===== src/rtl/reg_writeback_ctrl.sv =====
// Register file write-side controller: per-register pending scoreboard, a result queue drained
// one entry per cycle onto the write port, and decode forwarding/stall for two read operands.
module reg_writeback_ctrl #(
  parameter int unsigned DATA_W = 16,
  parameter int unsigned QDEPTH = 4,
  parameter int unsigned CNT_W  = 2
) (
  input  logic              clk,
  input  logic              reset,
  input  logic              issue_valid,
  input  logic              issue_wr,
  input  logic [2:0]        issue_dest,
  output logic              issue_ready,
  input  logic              res_valid,
  input  logic [2:0]        res_dest,
  input  logic [DATA_W-1:0] res_data,
  output logic              res_ready,
  input  logic              wb_hold,
  output logic [2:0]        write_addr,
  output logic [DATA_W-1:0] write_data,
  output logic              reg_write,
  input  logic [2:0]        read_addr1,
  input  logic [2:0]        read_addr2,
  output logic              fwd_hit1,
  output logic [DATA_W-1:0] fwd_data1,
  output logic              fwd_hit2,
  output logic [DATA_W-1:0] fwd_data2,
  output logic              stall,
  output logic              err
);

  localparam int unsigned PtrW    = (QDEPTH > 1) ? $clog2(QDEPTH) : 1;
  localparam int unsigned NumRegs = 8;
  localparam int unsigned CmpW    = (CNT_W > PtrW + 1) ? CNT_W : PtrW + 1;
  localparam logic [CNT_W-1:0] CntMax = {CNT_W{1'b1}};
  localparam logic [PtrW:0]    QFull  = (PtrW + 1)'(QDEPTH);

  logic [2:0]        q_dest_q [QDEPTH];
  logic [2:0]        q_dest_d [QDEPTH];
  logic [DATA_W-1:0] q_data_q [QDEPTH];
  logic [DATA_W-1:0] q_data_d [QDEPTH];
  logic [PtrW-1:0]   head_q, head_d, tail_q, tail_d;
  logic [PtrW:0]     count_q, count_d;
  logic [CNT_W-1:0]  pend_q [NumRegs];
  logic [CNT_W-1:0]  pend_d [NumRegs];
  logic              err_q, err_d;

  logic empty, full, push, pop, issue_fire;

  logic [2:0]        rd_addr [2];
  logic              hit     [2];
  logic [DATA_W-1:0] fdata   [2];
  logic [PtrW:0]     qcnt    [2];
  logic [PtrW-1:0]   idx;

  assign empty       = (count_q == '0);
  assign full        = (count_q == QFull);
  assign res_ready   = !full;
  assign reg_write   = !empty && !wb_hold;
  assign issue_ready = (pend_q[issue_dest] != CntMax);
  assign write_addr  = empty ? 3'd0 : q_dest_q[head_q];
  assign write_data  = empty ? '0 : q_data_q[head_q];
  assign push        = res_valid && res_ready;
  assign pop         = reg_write;
  assign issue_fire  = issue_valid && issue_ready && issue_wr;
  assign err         = err_q;

  assign rd_addr[0] = read_addr1;
  assign rd_addr[1] = read_addr2;
  assign fwd_hit1   = hit[0];
  assign fwd_data1  = fdata[0];
  assign fwd_hit2   = hit[1];
  assign fwd_data2  = fdata[1];

  // Walk oldest to newest so the last match left standing is the newest queued result.
  always_comb begin
    idx = '0;
    for (int p = 0; p < 2; p++) begin
      hit[p]   = 1'b0;
      fdata[p] = '0;
      qcnt[p]  = '0;
    end
    for (int i = 0; i < QDEPTH; i++) begin
      idx = head_q + PtrW'(i);
      if ((PtrW + 1)'(i) < count_q) begin
        for (int p = 0; p < 2; p++) begin
          if (q_dest_q[idx] == rd_addr[p]) begin
            hit[p]   = 1'b1;
            fdata[p] = q_data_q[idx];
            qcnt[p]  = qcnt[p] + (PtrW + 1)'(1);
          end
        end
      end
    end
  end

  // Stall whenever more writes are outstanding than results already queued for that register.
  assign stall = (CmpW'(pend_q[read_addr1]) > CmpW'(qcnt[0])) ||
                 (CmpW'(pend_q[read_addr2]) > CmpW'(qcnt[1]));

  always_comb begin
    q_dest_d = q_dest_q;
    q_data_d = q_data_q;
    head_d   = head_q;
    tail_d   = tail_q;
    count_d  = count_q;
    err_d    = err_q;
    pend_d   = pend_q;

    if (push) begin
      q_dest_d[tail_q] = res_dest;
      q_data_d[tail_q] = res_data;
      tail_d           = tail_q + PtrW'(1);
      if (pend_q[res_dest] == '0) err_d = 1'b1;
    end
    if (pop) head_d = head_q + PtrW'(1);

    unique case ({push, pop})
      2'b10:   count_d = count_q + (PtrW + 1)'(1);
      2'b01:   count_d = count_q - (PtrW + 1)'(1);
      default: count_d = count_q;
    endcase

    // A pop against a zero counter (orphan result) leaves it at zero.
    for (int r = 0; r < NumRegs; r++) begin
      logic inc, dec;
      inc = issue_fire && (issue_dest == 3'(r));
      dec = pop && (write_addr == 3'(r)) && (pend_q[r] != '0);
      if (inc && !dec)      pend_d[r] = pend_q[r] + CNT_W'(1);
      else if (dec && !inc) pend_d[r] = pend_q[r] - CNT_W'(1);
    end
  end

  always_ff @(posedge clk or negedge reset) begin
    if (!reset) begin
      for (int i = 0; i < QDEPTH; i++) begin
        q_dest_q[i] <= '0;
        q_data_q[i] <= '0;
      end
      for (int r = 0; r < NumRegs; r++) pend_q[r] <= '0;
      head_q  <= '0;
      tail_q  <= '0;
      count_q <= '0;
      err_q   <= 1'b0;
    end else begin
      q_dest_q <= q_dest_d;
      q_data_q <= q_data_d;
      pend_q   <= pend_d;
      head_q   <= head_d;
      tail_q   <= tail_d;
      count_q  <= count_d;
      err_q    <= err_d;
    end
  end

endmodule


===== config.mk =====
export PLATFORM = sky130hd
export DESIGN_NAME = reg_writeback_ctrl
export DESIGN_NICKNAME = d
export VERILOG_FILES = /design/src/rtl/reg_writeback_ctrl.sv
export SDC_FILE = /design/constraint.sdc
export NUM_CORES = 1
export LEC_CHECK = 0
export CELL_PAD_IN_SITES_DETAIL_PLACEMENT = 0
export CELL_PAD_IN_SITES_GLOBAL_PLACEMENT = 1
export CORE_MARGIN = 2
export CORE_UTILIZATION = 45
export DETAILED_ROUTE_END_ITERATION = 10
export PLACE_DENSITY = 0.86
export SYNTH_ARGS = -nofsm -noshare
export SYNTH_HDL_FRONTEND = slang
export SYNTH_SLANG_ARGS = --single-unit

===== constraint.sdc =====
create_clock -name clk -period 19.33 [get_ports clk]
set_input_delay 5.799 -clock clk [delete_from_list [all_inputs] [get_ports clk]]
set_output_delay 5.799 -clock clk [all_outputs]
set_load 0.01 [all_outputs]

==> metrics.cfg, run 1 <==
[timing]
skew_ns=0.01047
setup_ws_ns=2.847
slew_violations=0
fin_crit_sh=0.8527
rsz0062_at_grt=no
slew_headroom=0.2331
finalHoldViolations=0
min_period_ns=16.48
setup_viol=0
max_freq_mhz=60.67
setup-tns-final_ns=0
worst-slew-pin-transition_ns=1.148

[clock_tree]
ctsResizeCount=0
clock_path_buffers=2
cts_tree=built
clkTransAtPathRegs_ns=0.07
clock_latency_ns=0.37
numCtsBuffers=9
cts_max_level=3
cts_root_buf=clkbuf_16
cts_hold_buf=0
post_cts_buffers=0
cts.sinks=100

[logic_synthesis]
syn_area_um2=8361
async_reset_ff_frac=1.000
yosys.area.top_type=dfrtp_1
ys.flop_type=dfrtp_1
synthDominantCellAreaShare=0.2993
ys_ff_latch=100
yosys-top-cells-area=dfrtp_1 30%, mux2_2 15%, mux2i_1 7.5%
avgSynthCellArea_um2=9.218
synth_warnings=0
synth.distinct_cells=57
synth-edff-count=0
synthTopCellsByCount=123 x nand2_1, 111 x mux2_2, 107 x nor2_1
yosysSeqAreaShare=0.2993
synth_cells=907
post-synth-top-count-cell=nand2_1
synth_fp_nets=967

[die]
start_util=0.4623
die_x_um=140.3
io_pins=92
die_area_um2=19690
design.core.area_um2=18090
row_count=49
die_h_um=140.3

[grt]
grt_pass1_vias=6649
grt.total_usage=0.2430
antenna_found_initial=0
grt_pass1_wl_mm=37.42
grt_max_degree=74
overflow=0

[setup_path]
critPathBufInv=3
slowest_delay_ns=0.82
critPathArrivalTime_ns=10.68
path_class=primary input to output pin
worstPathCellList=clkdlybuf4s50_1 -> xnor2_1 -> or3_1 -> a21oi_2 -> inv_1 -> ha_1 -> nand2_1 -> o31ai_4 -> ha_1 -> nand2_1 -> o31ai_2 -> ha_1 -> mux2i_1 -> ha_1 -> nor2b_1 -> o21ai_0 -> o211ai_1 -> clkdlybuf4s50_1
path_max_fanout=17
cp.required_ns=13.53
r2r_slack_ns=15.94
end_kind=output pin
crit_top_cell=ha_1
critPathLaunchType=primary input
crit_family=buffers and inverters
cpMaxStageDelayCell=clkdlybuf4s50_1

[placed_design]
hpwl_mm=16.57
io_buffers=91
place_ws_ns=2.857
place.gp.congestion=0.9007

[route]
ant_nets=0
initialDrtViolationCount=475
routedWlPerCell_um=19.72
wl_mm=23.41
dr.pass1.iters=5
via_count=7000
route.detailed.drc=0
top_layer=met4
m1WireLength_mm=10.70
route.met2.wl_mm=10.83
viasPerCell=5.897
dr_wl_met3_mm=1.363

[cells_and_area]
drive_above_1_share=0.1879
antenna_cells=0
area_delta_synth_final_pct=15.80
nets=1013

[hold_path]
hold_path_class=register to register

[run]
max-cap-violations=0

[run_status]
status=completed

flip-flops by register name, summed over array words and instances, names as in the netlist:
signal,flops
q_data_q,64
pend_q,16
q_dest_q,12
count_q,3
head_q,2
tail_q,2
err,1
per-layer routing:
metal  vias up  GRT usage
li1       3320          -
met1      3427     0.3421
met2       223     0.3829
met3        30    0.04581
met4         0    0.07124
met5         -          0
kinds of logic after synthesis:
logic type      count (synthesis)  synth area share
compound gates                138            0.1134
flops                         100            0.2993
simple gates                  302            0.1625
buf+inv                        84           0.04325
xor+xnor                       64           0.06959
fa+ha+maj                      26           0.03891
mux                           193            0.2730
placed cells by master, fill, tap and decap left out, types with 19 or more instances in the layout:
cell type and instances:
a31oi_1 20, a21oi_1 19, xnor2_1 36, o21ai_0 40
nand2_1 123, ha_1 26, xor2_1 26, mux2_2 111
nor2_1 106, dfrtp_1 98, mux2i_1 63, clkdlybuf4s50_1 90
cell type report:
| type | instances | area, um^2 |
|---|---|---|
| multi-input combinational | 723 | 5502 |
| clock buffer | 9 | 225.2 |
| fill | 1630 | 8404 |
| inverter | 16 | 60.06 |
| timing repair buffer | 103 | 998.5 |
| tap | 229 | 286.5 |
| sequential | 100 | 2507 |
| clock inverter | 7 | 102.6 |
worst register-to-register path, stage by stage, from the launching register on:
cell and delay, ns:
dfrtp_4 0.80, buf_4 0.65, mux2i_2 0.24, mux2i_1 0.25, nor2b_1 0.36, inv_1 0.07
nor2_1 0.17, o211ai_1 0.12, ha_1 0.22, xor2_1 0.14, nor2_1 0.14, xor2_1 0.17
worst paths after layout:
kind	start	to	depth (start not counted)
worst min register to register	err	err	1
worst max register to register	head_q[1]	pend_q[9]	11
max in group asynchronous	reset	head_q[1]	2
min in group asynchronous	reset	tail_q[1]	1
worst min-delay path	err	err	1
worst max-delay path	read_addr2[0]	stall	18
metrics by stage:
step | instances | hold slack [ns] | utilization | cell area [um^2]
final | 1187 | 0.4582 | 0.5353 | 9682
after global routing | 1187 | 0.4767 | 0.5353 | 9682
after CTS | 1187 | 0.4647 | 0.5353 | 9682
after detailed placement | 1171 | 0.4477 | 0.5172 | 9354
after global placement | 1171 | 0.4439 | 0.5172 | 9354
after floorplan | 907 | 0.4923 | - | 8361
Power of run 1 is not shown: default switching activity piles up to over one toggle a cycle in this logic, so the estimate is an artifact.
==> run 2: changes to the inputs <==
Settings changed: ABC_AREA set to 1, CORE_UTILIZATION 45 to 44, PLACE_DENSITY 0.86 to 0.92, TNS_END_PERCENT set to 1.
==> metrics.cfg, run 2 <==
[die]
io_pins=92  ; unchanged
die_x_um=146.6  ; was 140.3 um
start_util=0.4450  ; was 0.4623
die_h_um=146.6  ; was 140.3 um
design.core.area_um2=20100  ; was 18,090 um^2
row_count=52  ; was 49
die_area_um2=21490  ; was 19,690 um^2

[cells_and_area]
fin_area_um2=10170  ; was 9682 um^2
drive_above_1_share=0.03808  ; was 0.1879
final_common_cell=nand2_1  ; unchanged
antenna_cells=0  ; unchanged
fin_cells=1793  ; was 1,187
largest_register_ff_count=64  ; unchanged
nets=1578  ; was 1,013
final_cell_mix=602 x nand2_1, 205 x o21ai_0, 126 x inv_1  ; was 123 x nand2_1, 111 x mux2_2, 106 x nor2_1
area_delta_synth_final_pct=13.65  ; was 15.80%
final_util=0.5057  ; was 0.5353
largest-register=q_data_q  ; unchanged
reg.largest.list=q_data_q x64, pend_q x16, q_dest_q x12  ; unchanged

[grt]
grt_max_degree=86  ; was 74
overflow=0  ; unchanged
grt_pass1_vias=8425  ; was 6,649
antenna_found_initial=0  ; unchanged
grt.total_usage=0.2668  ; was 0.2430
grt_pass1_wl_mm=45.69  ; was 37.42 mm

[clock_tree]
ctsResizeCount=0  ; unchanged
post_cts_buffers=0  ; unchanged
clkTransAtPathRegs_ns=0.07  ; about the same
clock_latency_ns=0.35  ; was 0.37 ns
cts_root_buf=clkbuf_16  ; unchanged
cts_tree=built  ; unchanged
numCtsBuffers=9  ; unchanged
cts_hold_buf=0  ; unchanged
clock_path_buffers=2  ; unchanged
cts.sinks=100  ; unchanged
cts_max_level=3  ; unchanged

[placed_design]
io_buffers=91  ; unchanged
hpwl_mm=21.06  ; was 16.57 mm
post_dp_cell_area_um2=9859  ; was 9354 um^2
place_ws_ns=3.217  ; was 2.857 ns
place.gp.congestion=0.9333  ; was 0.9007
placed_cells_incl_taps=1777  ; was 1,171

[run_status]
status=completed  ; unchanged

[logic_synthesis]
synth_fp_nets=1548  ; was 967
ys.flop_type=dfrtp_1  ; unchanged
synth-edff-count=0  ; unchanged
synthDominantCellAreaShare=0.2797  ; was 0.2993
yosys-top-cells-area=dfrtp_1 28%, nand2_1 25%, o21ai_0 11%  ; was dfrtp_1 30%, mux2_2 15%, mux2i_1 7.5%
synth_warnings=0  ; unchanged
avgSynthCellArea_um2=6.012  ; was 9.218 um^2
ys_ff_latch=100  ; unchanged
post-synth-top-count-cell=nand2_1  ; unchanged
synthTopCellsByCount=602 x nand2_1, 205 x o21ai_0, 126 x inv_1  ; was 123 x nand2_1, 111 x mux2_2, 107 x nor2_1
synth_cells=1488  ; was 907
synth.distinct_cells=36  ; was 57
yosys.area.top_type=dfrtp_1  ; unchanged
syn_area_um2=8946  ; was 8361 um^2
yosysSeqAreaShare=0.2797  ; was 0.2993
async_reset_ff_frac=1.000  ; unchanged

[timing]
worst-slew-pin-transition_ns=1.026  ; was 1.148 ns
setup-tns-final_ns=0  ; unchanged
min_period_ns=16.16  ; was 16.48 ns
setup_viol=0  ; unchanged
hold_slack_ns=0.4703  ; was 0.4582 ns
max_freq_mhz=61.87  ; was 60.67 MHz
slew_violations=0  ; unchanged
rsz0062_at_grt=no  ; unchanged
finalHoldViolations=0  ; unchanged
setup_ws_ns=3.168  ; was 2.847 ns
fin_crit_sh=0.8361  ; was 0.8527
slew_headroom=0.3152  ; was 0.2331
skew_ns=0.009261  ; was 0.01047 ns

[route]
dr.pass1.iters=5  ; unchanged
viasPerCell=5.298  ; was 5.897
ant_nets=0  ; unchanged
via_count=9500  ; was 7,000
initialDrtViolationCount=939  ; was 475
routedWlPerCell_um=15.87  ; was 19.72 um
wl_mm=28.45  ; was 23.41 mm
route.detailed.drc=0  ; unchanged

[power_and_ir_drop]
vdd_ir_drop_max_mv=0.07710
leakagePower_nw=5.139
p_per_area_nw_per_um2=213.6
p_total_mw=2.172

[setup_path]
crit_family=buffers and inverters  ; unchanged
worstReg2RegStart=head_q[0]  ; was head_q[1]
crit_top_cell=nand2_1  ; was ha_1
crit_path_start=read_addr1[0]  ; was read_addr2[0]
critPathArrivalTime_ns=10.36  ; was 10.68 ns
critPathBufInv=3  ; unchanged
r2r-end=pend_q[7]  ; was pend_q[9]
path_class=primary input to output pin  ; unchanged
end_kind=output pin  ; unchanged
path_depth=20  ; was 18
cp.required_ns=13.53  ; about the same
path_max_fanout=20  ; was 17
cp-endpoint=stall  ; unchanged
r2r_slack_ns=16.10  ; was 15.94 ns
critPathLaunchType=primary input  ; unchanged
reg2regPathDepth=10  ; was 11
cpMaxStageDelayCell=clkdlybuf4s50_1  ; unchanged
worstPathCellList=clkdlybuf4s50_1 -> inv_1 -> nand3_1 -> nand2_1 -> nor2_1 -> nand2_1 -> ha_1 -> nand2_1 -> nand2_1 -> ha_1 -> nand2_1 -> nand2_1 -> ha_1 -> or2_0 -> nand2_1 -> ha_1 -> a21oi_1 -> nand2_1 -> nand2_1 -> clkdlybuf4s50_1  ; was clkdlybuf4s50_1 -> xnor2_1 -> or3_1 -> a21oi_2 -> inv_1 -> ha_1 -> nand2_1 -> o31ai_4 -> ha_1 -> nand2_1 -> o31ai_2 -> ha_1 -> mux2i_1 -> ha_1 -> nor2b_1 -> o21ai_0 -> o211ai_1 -> clkdlybuf4s50_1
slowest_delay_ns=0.87  ; was 0.82 ns

[hold_path]
whs_path_depth=1  ; unchanged
hold_path_class=register to register  ; unchanged

[run]
max-cap-violations=0  ; unchanged

[run 2: cell type report]
class / count / area, um^2
fillers: 2134 / 9937
multi-input cells: 1175 / 5543
flip-flops and latches: 100 / 2504
repair buffers: 101 / 983.4
inverters: 131 / 491.7
well taps: 270 / 337.8
clock buffers: 9 / 225.2
clock inverters: 7 / 82.58
[run 2: cells by family (layout without fill, tap and decap cells)]
family / after synthesis / count (layout) / synth area share
DFF: 100 / 100 / 0.2797
muxes: 16 / 16 / 0.01790
AOI/OAI and AO/OA: 250 / 250 / 0.1442
and+or+nand+nor: 862 / 862 / 0.4006
buffers and inverters: 213 / 248 / 0.1007
xor gates and xnor gates: 21 / 21 / 0.02056
adders and majority gates: 26 / 26 / 0.03636
[run 2: worst min path at each step]
stage	from	end	slack [ns]
after floorplan	pend_q[4]	pend_q[4]	0.45
after global placement	err	err	0.45
after detailed placement	err	err	0.46
after CTS	err	err	0.47
after global routing	err	err	0.51
final	err	err	0.47
[run 2: metal layers]
layer / vias up / routed length [um] / GRT usage
li1: 4834 / - / -
met2: 336 / 11190 / 0.3669
met3: 22 / 2562 / 0.05406
met4: 0 / 323 / 0.04515
met1: 4308 / 14370 / 0.4295
met5: - / 0 / 0
[run 2: where the power goes]
group | internal (mW) | switching [mW] | total [mW]
combinational | 0.556 | 1.03 | 1.58
clock | 0.102 | 0.0841 | 0.187
sequential | 0.308 | 0.0920 | 0.400
Note: power is estimated with default switching activity, not from simulation.
==> run 3: changes to the inputs <==
Settings changed: CORE_UTILIZATION 44 to 41, PLACE_DENSITY 0.92 to 0.87.
Clock period 19.33 ns to 16.5 ns, I/O delays scaled along.
==> metrics.cfg, run 3 (synthesis results as in run 2) <==
[die]
die_area_um2=23020  ; was 21,490 um^2
row_count=54  ; was 52
design.core.area_um2=21620  ; was 20,100 um^2
die_x_um=151.7  ; was 146.6 um
start_util=0.4138  ; was 0.4450
io_pins=92  ; unchanged
die_h_um=151.7  ; was 146.6 um

[power_and_ir_drop]
intPower_mw=1.117  ; was 0.9672 mW
leakagePower_nw=5.116  ; was 5.139 nW
comb_power_share=0.734  ; was 0.730
p_per_area_nw_per_um2=248.3  ; was 213.6 nW/um^2
clkPwrFrac=0.079  ; was 0.086
p_sw_mw=1.403  ; was 1.205 mW
sw_frac_of_total=0.5569  ; was 0.5546
vdd_ir_drop_max_mv=0.09080  ; was 0.07710 mV
seq_power_share=0.186  ; was 0.184

[clock_tree]
cts_tree=built  ; unchanged
numCtsBuffers=9  ; unchanged
clock_latency_ns=0.35  ; about the same
post_cts_buffers=0  ; unchanged
clkTransAtPathRegs_ns=0.07  ; about the same
ctsResizeCount=0  ; unchanged
cts_hold_buf=0  ; unchanged
clock_path_buffers=2  ; unchanged
cts.sinks=100  ; unchanged
cts_max_level=3  ; unchanged
cts_root_buf=clkbuf_16  ; unchanged

[hold_path]
worstHoldStart=pend_q[4]  ; was err
whs_path_depth=1  ; unchanged
hold_path_class=register to register  ; unchanged
hold_end=pend_q[4]  ; was err

[cells_and_area]
nets=1577  ; was 1,578
largest_register_ff_count=64  ; unchanged
largest-register=q_data_q  ; unchanged
fin_area_um2=10150  ; was 10,170 um^2
final_common_cell=nand2_1  ; unchanged
final_cell_mix=602 x nand2_1, 205 x o21ai_0, 126 x inv_1  ; unchanged
drive_above_1_share=0.03745  ; was 0.03808
antenna_cells=0  ; unchanged
nFillCells=2303  ; was 2,134
reg.largest.list=q_data_q x64, pend_q x16, q_dest_q x12  ; unchanged
fin_cells=1802  ; was 1,793
area_delta_synth_final_pct=13.44  ; was 13.65%

[grt]
overflow=0  ; unchanged
antenna_found_initial=0  ; unchanged
grt_pass1_vias=8004  ; was 8,425
grt.total_usage=0.2489  ; was 0.2668
grt_max_degree=86  ; unchanged
grt_pass1_wl_mm=44.55  ; was 45.69 mm

[setup_path]
critPathBufInv=4  ; was 3
worstReg2RegStart=head_q[1]  ; was head_q[0]
path_max_fanout=21  ; was 20
crit_top_cell=nand2_1  ; unchanged
crit_family=buffers and inverters  ; unchanged
slowest_delay_ns=0.90  ; was 0.87 ns
end_kind=output pin  ; unchanged
critPathArrivalTime_ns=9.71  ; was 10.36 ns
cp.required_ns=11.55  ; was 13.53 ns
path_class=primary input to output pin  ; unchanged
worstPathCellList=clkdlybuf4s50_1 -> inv_1 -> nand3_1 -> nand2_1 -> nor2_1 -> nand2_1 -> ha_1 -> or2_2 -> nand2_1 -> inv_1 -> ha_1 -> nand2_1 -> nand2_1 -> ha_1 -> or2_0 -> nand2_1 -> ha_1 -> a21oi_1 -> nand2_1 -> nand2_1 -> clkdlybuf4s50_1  ; was clkdlybuf4s50_1 -> inv_1 -> nand3_1 -> nand2_1 -> nor2_1 -> nand2_1 -> ha_1 -> nand2_1 -> nand2_1 -> ha_1 -> nand2_1 -> nand2_1 -> ha_1 -> or2_0 -> nand2_1 -> ha_1 -> a21oi_1 -> nand2_1 -> nand2_1 -> clkdlybuf4s50_1
r2r_slack_ns=13.26  ; was 16.10 ns
reg2regPathDepth=12  ; was 10
critPathLaunchType=primary input  ; unchanged
cpMaxStageDelayCell=clkdlybuf4s50_1  ; unchanged
r2r-end=pend_q[15]  ; was pend_q[7]

[timing]
min_period_ns=14.66
rsz0062_at_grt=no  ; unchanged
slew_violations=0  ; unchanged
fin_crit_sh=0.8886
setup_viol=0  ; unchanged
max_freq_mhz=68.20
slew_headroom=0.3122  ; was 0.3152
finalHoldViolations=0  ; unchanged
skew_ns=0.008959  ; was 0.009261 ns
worst-slew-pin-transition_ns=1.030  ; was 1.026 ns
setup-tns-final_ns=0  ; unchanged

[route]
dr.pass1.iters=6  ; was 5
ant_nets=0  ; unchanged
wl_mm=28.45  ; about the same
route.detailed.drc=0  ; unchanged
initialDrtViolationCount=906  ; was 939
via_count=9515  ; was 9,500
routedWlPerCell_um=15.79  ; was 15.87 um
viasPerCell=5.280  ; was 5.298

[placed_design]
placed_cells_incl_taps=1786  ; was 1,777
place.gp.congestion=0.9173  ; was 0.9333
post_dp_cell_area_um2=9864  ; was 9859 um^2
io_buffers=91  ; unchanged
hpwl_mm=21.23  ; was 21.06 mm

[run]
max-cap-violations=0  ; unchanged

[run_status]
status=completed  ; unchanged

run 3: cell count changes in the layout (fill, tap and decap cells not counted), sizes merged:
cell	change
buf	-1
clkinv	-1
clkinvlp	+2
bufinv	-1
run 3: power groups by stage:
stage               Sequential [mW]  Clock [mW]  Combinational, mW
global route                  0.487       0.217               2.07
global placement              0.465           0               1.80
finish                        0.470       0.200               1.85
detailed placement            0.470           0               1.82
CTS                           0.466       0.206               1.83
floorplan                     0.435           0               1.21
run 3: how the worst max path moves through the flow:
stage	start	endpoint	slack, ns	cells past startpoint
2_1_floorplan	read_addr2[0]	stall	3.86	21
3_3_place_gp	read_addr2[0]	stall	1.94	21
3_5_place_dp	read_addr2[0]	stall	1.88	21
4_1_cts	read_addr2[0]	stall	1.85	21
5_1_grt	read_addr2[0]	stall	1.50	22
6_report	read_addr2[0]	stall	1.84	21
run 3: metrics by stage:
stage	utilization	power, mW	hold WS [ns]	setup WS (ns)
floorplan	-	1.643	0.4458	3.857
global placement	0.4563	2.267	0.4616	1.941
detailed placement	0.4563	2.294	0.4635	1.880
CTS	0.4694	2.502	0.4771	1.853
global route	0.4694	2.769	0.5160	1.499
finish	0.4694	2.520	0.4743	1.837
run 3: cell type report:
class                           count  area (um^2)  area share
Timing Repair Buffer              100        975.9     0.09617
Clock buffer                        9        225.2     0.02219
Sequential cell                   100         2504      0.2467
Clock inverter                      7        58.81    0.005795
Inverter                          131        491.7     0.04845
Multi-Input combinational cell   1175         5543      0.5462
Tap cell                          280        350.3     0.03452
run 3: layer usage:
layer  vias to the layer above  share of wire  track usage
met1                      4315           0.51       0.4124
met5                         -              0            0
met3                        17          0.080      0.03802
met4                         0         0.0092      0.04259
li1                       4840              -            -
met2                       343           0.40       0.3358
